$ cat config.mk
export PLATFORM = sky130hd
export DESIGN_NAME = rfsrc_write_sched
export DESIGN_NICKNAME = d
export VERILOG_FILES = /design/src/rtl/rfsrc_pkg.sv /design/src/rtl/rfsrc_lowbit_pick.sv /design/src/rtl/rfsrc_write_sched.sv
export SDC_FILE = /design/constraint.sdc
export NUM_CORES = 1
export LEC_CHECK = 0
export ABC_AREA = 1
export BUFFER_PORTS_ARGS = -buffer_cell sky130_fd_sc_hd__buf_2
export CAP_MARGIN = 20
export CORE_MARGIN = 5
export CORE_UTILIZATION = 39
export CTS_BUF_LIST = sky130_fd_sc_hd__clkbuf_8
export DETAILED_ROUTE_END_ITERATION = 8
export GPL_TIMING_DRIVEN = 0
export PLACE_DENSITY_LB_ADDON = 0.3
export SYNTH_ARGS = -nofsm -noshare
export SYNTH_HDL_FRONTEND = slang
export SYNTH_HIERARCHICAL = 1
export SYNTH_SLANG_ARGS = --single-unit
export TNS_END_PERCENT = 30
$ cat constraint.sdc
create_clock -name clk -period 6.8 [get_ports clk]
set_input_delay 0.34 -clock clk [delete_from_list [all_inputs] [get_ports clk]]
set_output_delay 0.34 -clock clk [all_outputs]
set_load 0.02 [all_outputs]
$ cat src/rtl/rfsrc_pkg.sv
// rfsrc_pkg
//   Shared definitions for the rename-map (rf_source) write scheduler:
//   slot/field widths, the architectural marker written by the sweep,
//   the scheduler state encoding and the rename bundle layout.
package rfsrc_pkg;

  localparam int RBIT    = 11;               // MSB of register index
  localparam int QSLOTS  = 4;                // rename slots per bundle
  localparam int TAGW    = 5;                // ROB tag width
  localparam int SLOT_IW = $clog2(QSLOTS);   // slot index width

  // Entry value meaning "register holds its architectural value".
  localparam logic [TAGW:0] ARCH_TAG = '1;

  typedef enum logic [1:0] {
    ST_INIT,
    ST_IDLE,
    ST_ISSUE,
    ST_FLUSH
  } rfsrc_state_e;

  // Slot 0 occupies the least significant bits of each field.
  typedef struct packed {
    logic [QSLOTS-1:0]            mask;
    logic [QSLOTS-1:0][RBIT:0]    rd;
    logic [QSLOTS-1:0][TAGW-1:0]  tag;
  } rfsrc_bundle_t;

  // Per-slot flag: destination is not register 0 (which is never mapped).
  function automatic logic [QSLOTS-1:0] rd_nonzero(input logic [QSLOTS-1:0][RBIT:0] rd);
    logic [QSLOTS-1:0] nz;
    for (int s = 0; s < QSLOTS; s++) begin
      nz[s] = |rd[s];
    end
    return nz;
  endfunction

endpackage

$ cat src/rtl/rfsrc_lowbit_pick.sv
// rfsrc_lowbit_pick
//   Picks the lowest set bit of a QSLOTS-wide request vector.
//   Ports:
//     i_req     in   QSLOTS    request bits
//     o_onehot  out  QSLOTS    one-hot of the lowest set request bit (0 if none)
//     o_idx     out  SLOT_IW   index of that bit (0 if none)
//     o_any     out  1         at least one request set
module rfsrc_lowbit_pick
  import rfsrc_pkg::*;
(
  input  logic [QSLOTS-1:0]  i_req,
  output logic [QSLOTS-1:0]  o_onehot,
  output logic [SLOT_IW-1:0] o_idx,
  output logic               o_any
);

  // Scan from the top so the lowest set bit is the last one to win.
  always_comb begin
    o_onehot = '0;
    o_idx    = '0;
    for (int i = QSLOTS-1; i >= 0; i--) begin
      if (i_req[i]) begin
        o_onehot    = '0;
        o_onehot[i] = 1'b1;
        o_idx       = SLOT_IW'(i);
      end
    end
  end

  assign o_any = |i_req;

endmodule

$ cat src/rtl/rfsrc_write_sched.sv
// rfsrc_write_sched
//   Serializes every write into the single-write-port rename map table:
//   the post-reset sweep, rename bundles (one slot per cycle, slot order)
//   and branch-miss restore replay.
//   Ports:
//     clk, rst              clock; synchronous active-high reset
//     i_bnd_valid/o_bnd_ready   rename bundle handshake
//     i_bnd_mask/rd/tag     per-slot write request, destination, ROB tag
//     i_branchmiss          flush request
//     i_rs_valid/o_rs_ready restore entry handshake
//     i_rs_rd/tag/last      restore destination, tag, final-entry flag
//     o_tbl_we/wa/wd        table write port
//     o_init_done           sweep complete (sticky until rst)
//     o_busy                scheduler not idle
//
//   state    | meaning
//   ---------+-----------------------------------------------------
//   ST_INIT  | sweeping every address to ARCH_TAG, one per cycle
//   ST_IDLE  | no pending writes, bundle may be accepted
//   ST_ISSUE | draining latched bundle slots, lowest slot first
//   ST_FLUSH | replaying restore entries until rs_last is accepted
module rfsrc_write_sched
  import rfsrc_pkg::*;
#(
  parameter int AREGS = 4096
) (
  input  logic                     clk,
  input  logic                     rst,
  input  logic                     i_bnd_valid,
  output logic                     o_bnd_ready,
  input  logic [QSLOTS-1:0]        i_bnd_mask,
  input  logic [QSLOTS*(RBIT+1)-1:0] i_bnd_rd,
  input  logic [QSLOTS*TAGW-1:0]   i_bnd_tag,
  input  logic                     i_branchmiss,
  input  logic                     i_rs_valid,
  output logic                     o_rs_ready,
  input  logic [RBIT:0]            i_rs_rd,
  input  logic [TAGW-1:0]          i_rs_tag,
  input  logic                     i_rs_last,
  output logic                     o_tbl_we,
  output logic [RBIT:0]            o_tbl_wa,
  output logic [TAGW:0]            o_tbl_wd,
  output logic                     o_init_done,
  output logic                     o_busy
);

  localparam int unsigned  LAST_I    = AREGS - 1;
  localparam logic [RBIT:0] LAST_ADDR = LAST_I[RBIT:0];

  rfsrc_state_e                r_state;
  logic [RBIT:0]               r_cnt;
  logic [QSLOTS-1:0]           r_rem;
  logic [QSLOTS-1:0][RBIT:0]   r_rd;
  logic [QSLOTS-1:0][TAGW-1:0] r_tag;
  logic                        r_init_done;

  rfsrc_state_e      w_state_nxt;
  logic [QSLOTS-1:0] w_rem_nxt;
  logic [QSLOTS-1:0] w_rem_left;
  logic [QSLOTS-1:0] w_keep;
  logic              w_load;
  logic              w_sweep_end;
  logic              w_last_one;
  logic              w_we;
  logic [RBIT:0]     w_wa;
  logic [TAGW:0]     w_wd;
  logic              w_bnd_ready;
  logic              w_rs_ready;
  rfsrc_bundle_t     w_bnd;

  logic [QSLOTS-1:0]  w_pick_oh;
  logic [SLOT_IW-1:0] w_pick_idx;
  logic               w_pick_any;

  always_comb begin
    w_bnd.mask = i_bnd_mask;
    w_bnd.rd   = i_bnd_rd;
    w_bnd.tag  = i_bnd_tag;
  end

  // Register 0 is never written, so its slots are dropped at accept time.
  assign w_keep     = w_bnd.mask & rd_nonzero(w_bnd.rd);
  assign w_rem_left = r_rem & ~w_pick_oh;
  assign w_last_one = ($countones(r_rem) == 1);

  rfsrc_lowbit_pick u_pick (
    .i_req    (r_rem),
    .o_onehot (w_pick_oh),
    .o_idx    (w_pick_idx),
    .o_any    (w_pick_any)
  );

  always_comb begin
    w_state_nxt = r_state;
    w_rem_nxt   = r_rem;
    w_load      = 1'b0;
    w_sweep_end = 1'b0;
    w_we        = 1'b0;
    w_wa        = r_cnt;
    w_wd        = ARCH_TAG;
    w_bnd_ready = 1'b0;
    w_rs_ready  = 1'b0;

    case (r_state)
      ST_INIT: begin
        w_we = 1'b1;
        if (r_cnt == LAST_ADDR) begin
          w_sweep_end = 1'b1;
          w_state_nxt = ST_IDLE;
        end
      end

      ST_IDLE: begin
        w_bnd_ready = ~i_branchmiss;
        if (i_branchmiss) begin
          w_rem_nxt   = '0;
          w_state_nxt = ST_FLUSH;
        end else if (i_bnd_valid) begin
          w_load      = 1'b1;
          w_rem_nxt   = w_keep;
          w_state_nxt = (|w_keep) ? ST_ISSUE : ST_IDLE;
        end
      end

      ST_ISSUE: begin
        // Current write always goes out, even when a flush arrives with it.
        w_we        = w_pick_any;
        w_wa        = r_rd[w_pick_idx];
        w_wd        = {1'b0, r_tag[w_pick_idx]};
        w_bnd_ready = w_last_one & ~i_branchmiss;
        if (i_branchmiss) begin
          w_rem_nxt   = '0;
          w_state_nxt = ST_FLUSH;
        end else if (i_bnd_valid && w_last_one) begin
          w_load      = 1'b1;
          w_rem_nxt   = w_keep;
          w_state_nxt = (|w_keep) ? ST_ISSUE : ST_IDLE;
        end else begin
          w_rem_nxt   = w_rem_left;
          w_state_nxt = (|w_rem_left) ? ST_ISSUE : ST_IDLE;
        end
      end

      ST_FLUSH: begin
        w_rs_ready = 1'b1;
        w_wa       = i_rs_rd;
        w_wd       = {1'b0, i_rs_tag};
        if (i_rs_valid) begin
          w_we = |i_rs_rd;
          if (i_rs_last) begin
            w_state_nxt = ST_IDLE;
          end
        end
      end

      default: begin
        w_state_nxt = ST_INIT;
      end
    endcase

    if (rst) begin
      w_we        = 1'b0;
      w_bnd_ready = 1'b0;
      w_rs_ready  = 1'b0;
    end
  end

  always_ff @(posedge clk) begin
    if (rst) begin
      r_state     <= ST_INIT;
      r_cnt       <= '0;
      r_rem       <= '0;
      r_init_done <= 1'b0;
    end else begin
      r_state <= w_state_nxt;
      r_rem   <= w_rem_nxt;
      // Counter holds at the last address instead of wrapping.
      if (r_state == ST_INIT && !w_sweep_end) begin
        r_cnt <= r_cnt + {{RBIT{1'b0}}, 1'b1};
      end
      if (w_sweep_end) begin
        r_init_done <= 1'b1;
      end
    end
  end

  // Slot payload only matters while its rem bit is set, so no reset needed.
  always_ff @(posedge clk) begin
    if (w_load) begin
      r_rd  <= w_bnd.rd;
      r_tag <= w_bnd.tag;
    end
  end

  assign o_tbl_we    = w_we;
  assign o_tbl_wa    = w_wa;
  assign o_tbl_wd    = w_wd;
  assign o_bnd_ready = w_bnd_ready;
  assign o_rs_ready  = w_rs_ready;
  assign o_init_done = r_init_done;
  assign o_busy      = (r_state != ST_IDLE);

endmodule
# --- After elaboration in Yosys (flattened, before gate mapping) ---
# Index checks and enable logic that the tools add are counted.
totals:
  reg_bits: 87
  in_bits: 95
  out_inout_bits: 23
  elab_cells: 90
classes:
  addsub: 4
  magnitude_cmp: 1
  eq_ne: 10
  n_mux: 43
  n_bitwise: 5
  reduce_logical: 15
op_table:
  columns: ["cell", "count"]
  rows:
  - ["$reduce_or 12->1", 5]
  - ["$mux 4", 8]
  - ["$mux 2", 13]
  - ["$bmux 12 s2", 1]
  - ["$pmux 12 s2", 1]
  - ["$add 12x1->12 const B", 1]
  - ["$eq 12x12->1 const B", 1]
  - ["$mux 12", 1]
  - ["$pmux 6 s2", 1]
  - ["$reduce_or 4->1", 3]
  - ["$mux 1", 11]
  - ["$bmux 5 s2", 1]
  - ["$and 4x4->4", 2]
  - ["$pmux 2 s4", 1]
  - ["$pmux 4 s2", 1]
  - ["$ne 2x2->1 const B", 3]
  - ["$mux 5", 1]
  - ["$add 1x1->2", 2]
  - ["$eq 2x2->1 const B", 2]
  - ["$not 4->4", 1]
  - ["$pmux 1 s2", 2]
  - ["$reduce_and 4->1", 1]
  - ["$add 2x2->3", 1]
  - ["$eq 3x1->1 const B", 1]
  - ["other kinds (12)", 13]

# --- Logic depth before layout (Yosys ltp) ---
logic_depth:
  ltp_word: 11
  mapped_depth: 16

# --- By module ---
# The synthesis kept the hierarchy.
by_module_without_submodules:
  columns: ["mod", "instances", "cells_per_inst", "area_per_inst_um2", "seq_area_each_um2"]
  rows:
  - ["rfsrc_write_sched", 1, 419, 4130.2, 2422.3]
  - ["rfsrc_lowbit_pick", 1, 15, 65.1, 0.0]

# --- Worst setup path before layout ---
# OpenSTA, ideal clock, no wires.
synth_path:
  kind: "reg-to-reg"
  startpoint: "reg r_rem[0]"
  endpoint: "reg r_rd[0] (netlist name), enable pin"
  t_arrival_ns: 4.571
  required_time_ns: 6.306
  setup_slack_ns: 1.735
  stages_incl_launch_ff: 11
  n_path_buf: 0
  path_cell_list: "dfxtp_1 > inv_1 > fa_1 > inv_1 > ha_1 > ha_1 > nor2_1 > nand2_1 > nand2_1 > nand4_1 > nor2_1"
synth_between:
  elab_chain_cells: 7
synth_lines:
  columns: ["element", "line", "source"]
  rows:
  - ["from (decl)", "rfsrc_write_sched.sv:52", "logic [QSLOTS-1:0] r_rem;"]
  - ["from (signal assigned)", "rfsrc_write_sched.sv:176", "r_rem <= w_rem_nxt;"]
  - ["$add 1x1->2 (implied by the code)", "rfsrc_write_sched.sv:84", "assign w_last_one = ($countones(r_rem) == 1);"]
  - ["$add 2x2->3 (implied by the code)", "rfsrc_write_sched.sv:84", null]
  - ["$eq 3x1->1", "rfsrc_write_sched.sv:84", null]
  - ["$logic_and 1x1->1", "rfsrc_write_sched.sv:134", "end else if (i_bnd_valid && w_last_one) begin"]
  - ["$mux 1", "rfsrc_write_sched.sv:134", null]
  - ["$mux 1", "rfsrc_write_sched.sv:131", "if (i_branchmiss) begin"]
  - ["$pmux 1 s2", "rfsrc_write_sched.sv:104", "case (r_state)"]
  - ["named net w_load", "rfsrc_write_sched.sv:61", "logic w_load;"]
  - ["to (signal assigned)", "rfsrc_write_sched.sv:190", "r_rd <= w_bnd.rd;"]
  - ["to (decl)", "rfsrc_write_sched.sv:53", "logic [QSLOTS-1:0][RBIT:0] r_rd;"]
# The timed path passes the listed nets, and every way through them passes these cells.
# A chain may end at the register's enable or synchronous reset.

# --- Worst setup path after layout ---
layout_path:
  startpoint: "reg r_rem[0]"
  endpoint: "reg r_rd[9] (netlist name), enable pin"
# Same word-level chain as after synthesis.

==> reports/metrics.yaml <==
outcome:
  outcome: "completed"
cells_and_area:
  multi_input_area_um2: 1550
  final_cell_mix: "buf_2, nand2_1, edfxtp_1"
  nFillCells: 973
  area_growth_pct: 25.1
  final_common_cell: "buf_2"
  regArea_um2: 2420
  num_antenna_cells: 0
  fin_util_pct: 50.4
  final_layout_size_suffix_gt1_share_pct: 27.9
  fin_nets: 667
pwr:
  p_per_area_nw_per_um2: 221
  peakVddDrop_mv: 0.134
  leakagePower_nw: 2.12
timing:
  max_clock_freq_mhz: 326
  worst_slew_pin_slew_ns: 0.692
  rsz0062_at_grt: "false"
  finalCriticalPeriod_ns: 3.07
  fin_tns_setup_ns: 0
  whs_ns: 0.153
  finalMaxSlewViolations: 0
  hold_violations: 0
  setup_viol: 0
  fin_worst_skew_ns: 0.0125
  fin_crit_sh_pct: 45.2
  relSlewSlack_pct: 53.7
synthesis:
  synth_top_family_by_area: "simple AND/OR/NAND/NOR gates"
  post_synth_xor_area_fraction_pct: 0.209
  syn_inst: 434
  synth_edf_count: 68
  synthSimpleGateAreaFrac_pct: 17.8
  ys.warnings.count: 6
  synth-adder-area-share_pct: 2.56
  synthFlopType: "edfxtp_1"
  ys_seq_elements: 87
  synth_compound_area_share_pct: 16.2
  syn_area_per_cell_um2: 9.67
  synth_cell_types: 35
  post_synth_mux_area_share_pct: 0
  synth_fp_nets: 537
  syn-cell-area_um2: 4200
  async_reset_ff_share_pct: 0
  seq_area_frac_synth_pct: 57.7
clock_network:
  clk_pin_slew_ns: 0.10
  post_cts_resized: 0
  cts_made_buffers: 9
  cts_max_path_buffers: 2
  ctsHoldBuffers: 0
  cts_tree: "done"
  root_buffer: "clkbuf_8"
  cts.sinks: 87
  postCtsSetupBuffers: 0
  h-tree-depth: 3
  clk-insertion-delay-late_ns: 0.35
setup_path:
  r2r_slack_ns: 3.73
  criticalPathCategory: "reg -> reg"
  crit_fanout: 29
  cp-end-kind: "register"
  worst_ep_arrival_time_ns: 3.12
  r2r-end: "r_rd[9]$_DFFE_PP_"
  critPathRequiredTime_ns: 6.85
  reg2reg_from: "r_rem[0]$_SDFFE_PP0P_"
  cp-start-kind: "register"
  rr_worst_depth: 11
grt:
  grt_usage_pct: 18.1
  antenna_found_initial: 0
  grt_pass1_vias: 3550
  grt_first_pass_wirelength_um: 18000
  grt_max_degree: 30
  grt_overflow: 0
drt:
  initialDrtViolationCount: 299
  drc: 0
  wirelength_um: 11700
  ant_nets: 0
  vias: 3661
  wl_per_cell_um: 16.6
  avgViaCountPerCell: 5.19
  drtPass1Iterations: 6
placement:
  place_congestion: 0.898
  portBuffers: 117
  dp_hpwl_um: 9140
die:
  rows: 37
  initial_core_util_pct: 40.3
  die_area_um2: 12900
  core_area_um2: 10400
  fp.dieW_um: 114
  io_pins: 118
  die-height_um: 114
min_path:
  hold_path_class: "in -> reg"
  whs_path_depth: 1
  min_from: "i_bnd_tag[9]"
  whs_endpoint: "r_tag[9]$_DFFE_PP_"
job:
  drv_cap: 0
==> stage by stage <==
step	worst slack, ns	std cells	total power, mW	instance area, um^2
6_report	3.73	705	1.16	5250
5_1_grt	3.60	705	1.21	5250
4_1_cts	3.71	705	1.17	5250
3_5_place_dp	3.74	689	0.735	5010
3_3_place_gp	0.631	687	0.731	4950
2_1_floorplan	1.73	434	0.674	4200
==> cell type report <==
cell class / count / share of cell area [%]
clock inverter: 7 / 2.26
buffer: 17 / 1.50
sequential: 87 / 46.2
clock buffer: 9 / 2.36
tap: 136 / 3.24
multi-input combinational: 290 / 29.5
timing repair buffer: 119 / 12.1
inverter: 40 / 2.91
==> flip-flops by register name, summed over array words and instances (netlist names) <==
register	cells
r_rd	48
r_cnt	12
r_state	2
o_init_done	1
r_rem	4
r_tag	20
==> where the power goes <==
group	internal [mW]	switching, mW	total [mW]
combinational	0.0542	0.0844	0.139
sequential	0.578	0.00709	0.585
clock	0.246	0.193	0.438
total	0.877	0.284	1.16
==> synthesized netlist by cell type (3+ instances only) <==
cell	instances	area, um^2
a21oi_1	50	250
dfxtp_1	19	380
o21ai_0	12	60.1
a221oi_1	18	158
buf_2	5	25.0
nor2_1	56	210
clkbuf_1	9	33.8
nand2_1	90	338
a211o_1	5	43.8
edfxtp_1	68	2040
a221o_1	13	130
inv_1	33	124
inv_2	5	18.8
and2_0	4	25.0
nand3_1	12	60.1
nor4_1	3	18.8
ha_1	7	87.6
==> worst max-delay path, stage by stage (launching register included) <==
cell	delay (ns)
dfxtp_1	0.40
inv_1	0.09
fa_1	0.54
inv_1	0.04
ha_1	0.17
ha_1	0.27
nor2_1	0.11
nand2_1	0.07
nand2_1	0.06
nand4_1	0.14
nor2_4	0.57
buf_12	0.28
==> worst max path at each step <==
stage | cells after the start | start | slack, ns | end
2_1_floorplan | 10 | r_rem[0]$_SDFFE_PP0P_ | 1.73 | r_rd[0]$_DFFE_PP_
3_3_place_gp | 10 | r_rem[0]$_SDFFE_PP0P_ | 0.63 | r_tag[9]$_DFFE_PP_
5_1_grt | 11 | r_rem[0]$_SDFFE_PP0P_ | 3.60 | r_rd[28]$_DFFE_PP_
3_5_place_dp | 11 | r_rem[0]$_SDFFE_PP0P_ | 3.74 | r_tag[9]$_DFFE_PP_
6_report | 11 | r_rem[0]$_SDFFE_PP0P_ | 3.73 | r_rd[9]$_DFFE_PP_
4_1_cts | 11 | r_rem[0]$_SDFFE_PP0P_ | 3.71 | r_rd[32]$_DFFE_PP_
==> cell families (layout without fill, tap and decap cells) <==
kind of cell / count (synthesis) / after routing
AO/OA/AOI/OAI: 103 / 103
buffers and inverters: 57 / 192
flip-flops: 87 / 87
adder cells (fa/ha/maj): 8 / 8
AND/OR/NAND/NOR: 178 / 178
XOR/XNOR: 1 / 1
==> routing by layer <==
layer,wire length (um),vias to the layer above,share of wire [%],GRT usage [%]
li1,-,1798,-,-
met1,4920,1682,42,23.2
met2,5660,168,48,29.7
met3,951,13,8.1,5.52
met4,164,0,1.4,5.05
met5,0,-,0,0
(Power assumes the default switching activity.)
